==> src/rtl/lvdt_phase_cal_ctrl.sv <==
// Owns the LVDT demod phase: manual write-through, or a calibration sweep that keeps the phase with the largest mean |sample|.
// Writes land on the next edge and readdata is combinational; samples are consumed on arrival, never stalled or buffered.
module lvdt_phase_cal_ctrl #(
  parameter int SAMPLE_W   = 16,
  parameter int AVG_LOG2   = 3,
  parameter int SETTLE_N   = 4,
  parameter int PHASE_STEP = 8
) (
  input  logic                clk,
  input  logic                reset_n,
  input  logic [1:0]          address,
  input  logic                chipselect,
  input  logic                write_n,
  input  logic [7:0]          writedata,
  output logic [7:0]          readdata,
  input  logic [SAMPLE_W-1:0] sample,
  input  logic                sample_valid,
  output logic [7:0]          phase_out,
  output logic                busy,
  output logic                irq
);
  localparam int ACC_W = SAMPLE_W + AVG_LOG2;
  localparam int CNT_W = 8;
  localparam logic [CNT_W-1:0]    SETTLE_LAST = CNT_W'(SETTLE_N - 1);
  localparam logic [CNT_W-1:0]    ACCUM_LAST  = CNT_W'((1 << AVG_LOG2) - 1);
  localparam logic [SAMPLE_W-1:0] SAMPLE_MIN  = {1'b1, {(SAMPLE_W-1){1'b0}}};
  localparam logic [SAMPLE_W-1:0] SAMPLE_MAX  = {1'b0, {(SAMPLE_W-1){1'b1}}};

  typedef enum logic [2:0] {S_IDLE, S_SETTLE, S_ACCUM, S_CMP, S_FINISH} state_t;

  state_t            r_state;
  state_t            w_state_nxt;
  logic [7:0]        r_phase;
  logic [7:0]        r_manual;
  logic [7:0]        r_cand;
  logic [7:0]        r_best_phase;
  logic [ACC_W-1:0]  r_acc;
  logic [ACC_W-1:0]  r_best_acc;
  logic [CNT_W-1:0]  r_cnt;
  logic              r_done;
  logic              r_irq;

  logic              w_wr;
  logic              w_manual_wr;
  logic              w_ctrl_wr;
  logic              w_start;
  logic              w_abort;
  logic              w_irq_clr;
  logic              w_settle_last;
  logic              w_accum_last;
  logic [8:0]        w_cand_sum;
  logic              w_wrap;
  logic [SAMPLE_W-1:0] w_neg;
  logic [SAMPLE_W-1:0] w_abs;
  logic              w_unused_wdata;

  assign w_wr          = chipselect & ~write_n;
  assign w_manual_wr   = w_wr && (address == 2'd0);
  assign w_ctrl_wr     = w_wr && (address == 2'd1);
  // Abort outranks start so a combined write while idle never launches a sweep.
  assign w_start       = w_ctrl_wr & writedata[0] & ~writedata[2];
  assign w_abort       = w_ctrl_wr & writedata[2];
  assign w_irq_clr     = w_ctrl_wr & writedata[1];
  assign w_settle_last = sample_valid && (r_cnt == SETTLE_LAST);
  assign w_accum_last  = sample_valid && (r_cnt == ACCUM_LAST);
  assign w_cand_sum    = {1'b0, r_cand} + 9'(PHASE_STEP);
  assign w_wrap        = w_cand_sum[8];
  assign w_unused_wdata = ^writedata[7:3];

  assign busy      = (r_state != S_IDLE);
  assign phase_out = r_phase;
  assign irq       = r_irq;

  // The most negative sample has no positive twin, so it clamps to full scale.
  always_comb begin
    w_neg = ~sample + SAMPLE_W'(1);
    if (sample == SAMPLE_MIN)      w_abs = SAMPLE_MAX;
    else if (sample[SAMPLE_W-1])   w_abs = w_neg;
    else                           w_abs = sample;
  end

  always_comb begin
    readdata = 8'h00;
    case (address)
      2'd0:    readdata = r_manual;
      2'd1:    readdata = {5'b0, r_done, r_irq, busy};
      2'd2:    readdata = r_best_phase;
      default: readdata = r_best_acc[ACC_W-1 -: 8];
    endcase
  end

  always_comb begin
    w_state_nxt = r_state;
    case (r_state)
      S_IDLE:   if (w_start)       w_state_nxt = S_SETTLE;
      S_SETTLE: if (w_settle_last) w_state_nxt = S_ACCUM;
      S_ACCUM:  if (w_accum_last)  w_state_nxt = S_CMP;
      S_CMP:    w_state_nxt = w_wrap ? S_FINISH : S_SETTLE;
      S_FINISH: w_state_nxt = S_IDLE;
      default:  w_state_nxt = S_IDLE;
    endcase
    if (w_abort && (r_state != S_IDLE)) w_state_nxt = S_IDLE;
  end

  always_ff @(posedge clk or negedge reset_n) begin
    if (!reset_n) r_state <= S_IDLE;
    else          r_state <= w_state_nxt;
  end

  always_ff @(posedge clk or negedge reset_n) begin
    if (!reset_n) begin
      r_phase      <= '0;
      r_manual     <= '0;
      r_cand       <= '0;
      r_best_phase <= '0;
      r_acc        <= '0;
      r_best_acc   <= '0;
      r_cnt        <= '0;
      r_done       <= 1'b0;
      r_irq        <= 1'b0;
    end else begin
      if (w_manual_wr) r_manual <= writedata;
      if (w_irq_clr)   r_irq    <= 1'b0;
      if (w_abort && (r_state != S_IDLE)) begin
        r_phase <= r_manual;
      end else begin
        case (r_state)
          S_IDLE: begin
            if (w_manual_wr) r_phase <= writedata;
            if (w_start) begin
              r_cand       <= '0;
              r_phase      <= '0;
              r_best_acc   <= '0;
              r_best_phase <= '0;
              r_acc        <= '0;
              r_cnt        <= '0;
              r_done       <= 1'b0;
            end
          end
          S_SETTLE: if (sample_valid) r_cnt <= w_settle_last ? '0 : r_cnt + CNT_W'(1);
          S_ACCUM: if (sample_valid) begin
            r_acc <= r_acc + ACC_W'(w_abs);
            r_cnt <= w_accum_last ? '0 : r_cnt + CNT_W'(1);
          end
          S_CMP: begin
            if (r_acc > r_best_acc) begin
              r_best_acc   <= r_acc;
              r_best_phase <= r_cand;
            end
            if (!w_wrap) begin
              r_cand  <= w_cand_sum[7:0];
              r_phase <= w_cand_sum[7:0];
              r_acc   <= '0;
              r_cnt   <= '0;
            end
          end
          S_FINISH: begin
            // Placed after the irq_clr and manual-write updates so the sweep result wins.
            r_phase  <= r_best_phase;
            r_manual <= r_best_phase;
            r_done   <= 1'b1;
            r_irq    <= 1'b1;
          end
          default: ;
        endcase
      end
    end
  end
endmodule

==> config.mk <==
export PLATFORM = sky130hd
export DESIGN_NAME = lvdt_phase_cal_ctrl
export DESIGN_NICKNAME = d
export VERILOG_FILES = /design/src/rtl/lvdt_phase_cal_ctrl.sv
export SDC_FILE = /design/constraint.sdc
export NUM_CORES = 1
export LEC_CHECK = 0
export ABC_AREA = 1
export BUFFER_PORTS_ARGS = -buffer_cell sky130_fd_sc_hd__buf_4
export CORE_MARGIN = 5
export CORE_UTILIZATION = 66
export CTS_CLUSTER_SIZE = 12
export DETAILED_ROUTE_END_ITERATION = 12
export PLACE_DENSITY_LB_ADDON = 0.08
export SKIP_LAST_GASP = 1
export SLEW_MARGIN = 20
export SYNTH_ARGS = -nofsm -noshare
export SYNTH_HDL_FRONTEND = slang
export SYNTH_SLANG_ARGS = --single-unit
==> constraint.sdc <==
create_clock -name clk -period 3.19 [get_ports clk]
set_clock_uncertainty 0.1 [all_clocks]
set_input_delay 0.1595 -clock clk [delete_from_list [all_inputs] [get_ports clk]]
set_output_delay 0.1595 -clock clk [all_outputs]
set_load 0.01 [all_outputs]
After elaboration in Yosys (flattened, before gate mapping)
Index checks and enable logic that the tools add are counted.

storage, ports and cells
  bits in registers = 83
  input bits = 31
  output and inout port bits = 18
  word-level logic and storage cells = 101

operators by class
  add/sub/neg operators = 4
  $lt $le $gt $ge = 1
  eq/ne operators = 19
  multiplexer cells = 38
  bitwise gates (word level) = 9
  reductions and logical operators = 20

operators by type and width
  operator                 count
  $mux W8                  14
  $mux W19                 4
  $pmux W19 S3             1
  $pmux W8 S3              2
  $pmux W19 S2             1
  $mux W16                 2
  $pmux W8 S2              2
  $pmux W8 S4              1
  $add A19 B16 Y19         1
  $gt A19 B19 Y1           1
  $add A16 B1 Y16 const B  1
  $eq A16 B16 Y1 const B   1
  $not A16 Y16             1
  $mux W3                  5
  $ne A3 B3 Y1 const B     4
  $pmux W3 S4              1
  $ne A2 B2 Y1 const B     5
  $add A8 B4 Y9 const B    1
  $reduce_and A3 Y1        3
  $add A8 B1 Y8 const B    1
  $eq A8 B2 Y1 const B     1
  $eq A8 B3 Y1 const B     1
  $reduce_and A4 Y1        2
  $reduce_bool A4 Y1       2
  other kinds (17)         33

Logic depth before layout (Yosys ltp)
  depth in word-level cells = 8
  depth in mapped cells = 21
  gate-level depth less buffers = 20

Worst setup path before layout
OpenSTA, ideal clock, no wires.

  path type = input to register
  from = input port sample[0]
  to = register r_acc[12]
  setup time = 117 ps
  data arrival time = 2,462 ps
  data required time = 2,973 ps
  setup slack = 511 ps
  stages on the path = 21
  path buffers = 1
  cells stage by stage = inv_1 ha_1 nand3_1 nor2_1 nand4_1 clkbuf_1 nand2_1 ha_1 fa_1 nand2_1 nand2_1 o21ai_0 inv_1 nand2_1 nand2_1 nand2_1 nand2_1 nor2_1 nor2_2 nand2_1 nand2_1

on the way
  cells in the longest elaborated chain, start to end = 7
  elaborated cells between the ends (all ways) = 8
  those cells by class = add/sub: 2; eq/ne: 1; mux: 4; bitwise: 1

ends and longest elaborated chain
  element               line  RTL
  from (decl)           16    input logic [SAMPLE_W-1:0] sample,
  $not A16 Y16          76    w_neg = ~sample + SAMPLE_W'(1);
  $add A16 B1 Y16       76
  $mux W16              78    else if (sample[SAMPLE_W-1]) w_abs = w_neg;
  $mux W16 *            77    if (sample == SAMPLE_MIN) w_abs = SAMPLE_MAX;
  $add A19 B16 Y19 *    142   r_acc <= r_acc + ACC_W'(w_abs);
  $mux W19 *            141   S_ACCUM: if (sample_valid) begin
  $pmux W19 S3 *        127   case (r_state)
  to (signal assigned)  142
  to (decl)             37    logic [ACC_W-1:0] r_acc;

Every way passes the cells marked *; elsewhere a longest branch is shown, timed or not. The select of a mux whose other input is x is not followed.
A chain may end at the register's enable or synchronous reset.

Worst setup path after layout
  from = input port sample[3]
  to = register r_acc[14]

Same word-level chain as after synthesis.

==> reports/metrics.cfg <==
[timing]
tightest_slew_ns=0.698
worst_slew_margin_rel=0.533
hold_viol=0
tns_ns=0
final-setup-viol-count=0
max_freq_ghz=0.372
final.min_clock_period_ns=2.68
slew_violations=0
fin_crit_sh=0.842
rsz0062_at_grt=false
holdWs_ns=0.0332

[die]
start_util=0.672
die_x_um=104
die_area_um2=10800
io_pins=49
core_um2=8640
num_rows=34
die_y_um=104

[finish]
drive_gt1_frac=0.110
nNetsFinal=977
multi_input_area_um2=3380
syn2layout_area_growth_pct=11.6
seq_area_um2=1930
final_util=0.751
final_area_um2=6480
insertedDiodeCount=0
n_fill_cell=719

[synthesis]
yosysMostFrequentCell=nand2_1
synth_top_area_frac=0.332
ys_types=47
syn_inst=857
yosysWarnings=0
avgSynthCellArea_um2=6.77
synth_nets=927
synth.cell_area_um2=5810
netlist_top_cells_count=286 x nand2_1, 102 x inv_1, 90 x nor2_1, 77 x dfrtp_1, 63 x nand3_1
synth-seq-cells=77
synth_top_area_cell=dfrtp_1
netlist_top_cells_area=dfrtp_1 33%, nand2_1 18%, ha_1 8.2%
synth-edff-count=0
async_reset_ff_frac=1.00
synth_top_flop_cell=dfrtp_1
yosysSeqAreaShare=0.332

[pwr]
finalPower_mw=4.97
ir_drop_mv=0.431
powerDensity_nw_per_um2=767
leakage_nw=3.42

[placement]
gp_congestion=0.950
port_buffers=48
dp_hpwl_mm=11.5
placed_area_um2=6240

[clock_tree]
clock_latency_ns=0.35
clock_sinks=77
cts_tree=done
cts.clk_slew.worst_paths_ns=0.09
htreeDepth=3
cts_resized=0
clockRootBuffer=clkbuf_8
clockBufferDepth=2
cts-buffers-inserted=9

[setup_path]
cp.arrival_ns=2.83
crit_required_ns=3.34
rr_startpoint=r_state[2]$_DFFE_PN0P_
end_kind=register
startpoint_type=input pin
reg2reg_depth=10
worstSetupPathType=in2reg
reg2reg_slack_ns=0.70
timing.rr.end=r_acc[11]$_DFFE_PN0P_
cp_max_fo=6

[grt]
track_usage=0.280
grt_util_met2=0.439
use_met1=0.402
grt-ovfl-total=0
grt_max_degree=78
grt_pass1_vias=5437
antenna_found_initial=0
grtUsageMet3=0.0417
grt_pass1_wl_mm=25.5
grt.busiest_layer=met2

[route]
vias=5747
routed_wl_mm=15.1
vias_per_cell=5.64
first_pass_iters=5
ant_nets=0
drtIter0Drc=514
wire_per_inst_um=14.8
drc_errors=0

[run_status]
status=finished clean

[min_path]
hold_path_class=in2reg
min-delay-start=write_n
worstHoldPathCells=5
min_to=irq$_DFF_PN0_

[run]
cap_violations=0

==> sequential cells by signal, indices dropped and copies added (netlist names) <==
name / count
r_done: 1
phase_out: 8
r_manual: 8
r_cnt: 8
r_best_acc: 19
irq: 1
r_state: 3
r_acc: 19
r_cand: 5
r_best_phase: 5
==> what timing repair did <==
item | 4_1_cts | 5_1_grt
endpoints found under the hold margin | 79 | 0
buffers inserted | 0 | 0
setup endpoints to repair | 0 | 0
hold buffers | 3 | 0
==> per-layer routing <==
layer,vias to the layer above,part of all wire
met4,0,0.018
met3,32,0.073
met2,201,0.46
met5,-,0
met1,2663,0.45
li1,2851,-
==> metrics by stage <==
stage	std cells	setup slack (ns)
after floorplan	857	0.511
after global placement	1000	0.392
after detailed placement	1000	0.206
after CTS	1018	0.578
after global routing	1019	0.146
final	1019	0.505
==> worst max path at each step <==
stage                     startpoint               endpoint  cells after the start
final                      sample[3]  r_acc[14]$_DFFE_PN0P_                     18
after global placement     sample[3]  r_acc[14]$_DFFE_PN0P_                     18
after global routing       sample[3]  r_acc[14]$_DFFE_PN0P_                     18
after floorplan            sample[0]  r_acc[12]$_DFFE_PN0P_                     21
after detailed placement   sample[0]  r_acc[14]$_DFFE_PN0P_                     19
after CTS                  sample[3]  r_acc[14]$_DFFE_PN0P_                     18
==> power by group <==
group          switching [mW]  leakage [nW]  total (mW)  internal (mW)
registers               0.234          1.03        1.43           1.20
logic                    1.85          2.30        2.80          0.949
clock network           0.383        0.0927       0.744          0.361
==> final cells by class <==
class	count	share of cell area
Timing Repair Buffer	56	0.0691
Inverter	108	0.0625
Tap cell	108	0.0208
Sequential cell	77	0.297
Multi-Input combinational cell	655	0.521
Clock inverter	5	0.00927
Clock buffer	10	0.0197
==> critical path: stages <==
cell     delay (ns)
buf_4          0.12
or2_2          0.29
nor2_1         0.18
nand2_1        0.10
nor3_1         0.39
nand2_1        0.10
nand2_1        0.10
or2_2          0.11
nand3_1        0.06
ha_1           0.36
a21oi_1        0.22
o21ai_0        0.15
a21oi_1        0.14
nand2_1        0.09
nor2_1         0.10
nor2_1         0.05
nand2_1        0.07
nand2_1        0.05
==> kinds of logic (layout without fill, tap and decap cells) <==
logic type               after synthesis  after routing  share of synthesized area
AND/OR/NAND/NOR                      485            485                      0.359
AO/OA/AOI/OAI                        115            115                      0.113
adder cells (fa/ha/maj)               39             39                     0.0853
flip-flops                            77             77                      0.332
buffers and inverters                125            179                     0.0862
XOR/XNOR                              16             16                     0.0241
==> placed cells by master (no fill, tap or decap), types with 2 or more instances in the layout <==
cell	count
a21boi_0	2
a21oi_1	40
buf_4	52
clkbuf_8	9
dfrtp_1	77
dlygate4sd3_1	3
ha_1	38
inv_1	102
inv_2	6
nand2_1	286
nand2_2	6
nand3_1	63
nand3b_1	4
nand4_1	6
nor2_1	90
nor2_2	7
nor2_4	2
nor3_1	6
nor4_1	2
o211ai_1	11
o21ai_0	37
o21ai_1	7
o22ai_1	9
or2_2	3
xnor2_1	6
xor2_1	10
Note: power is estimated with default switching activity, not from simulation.
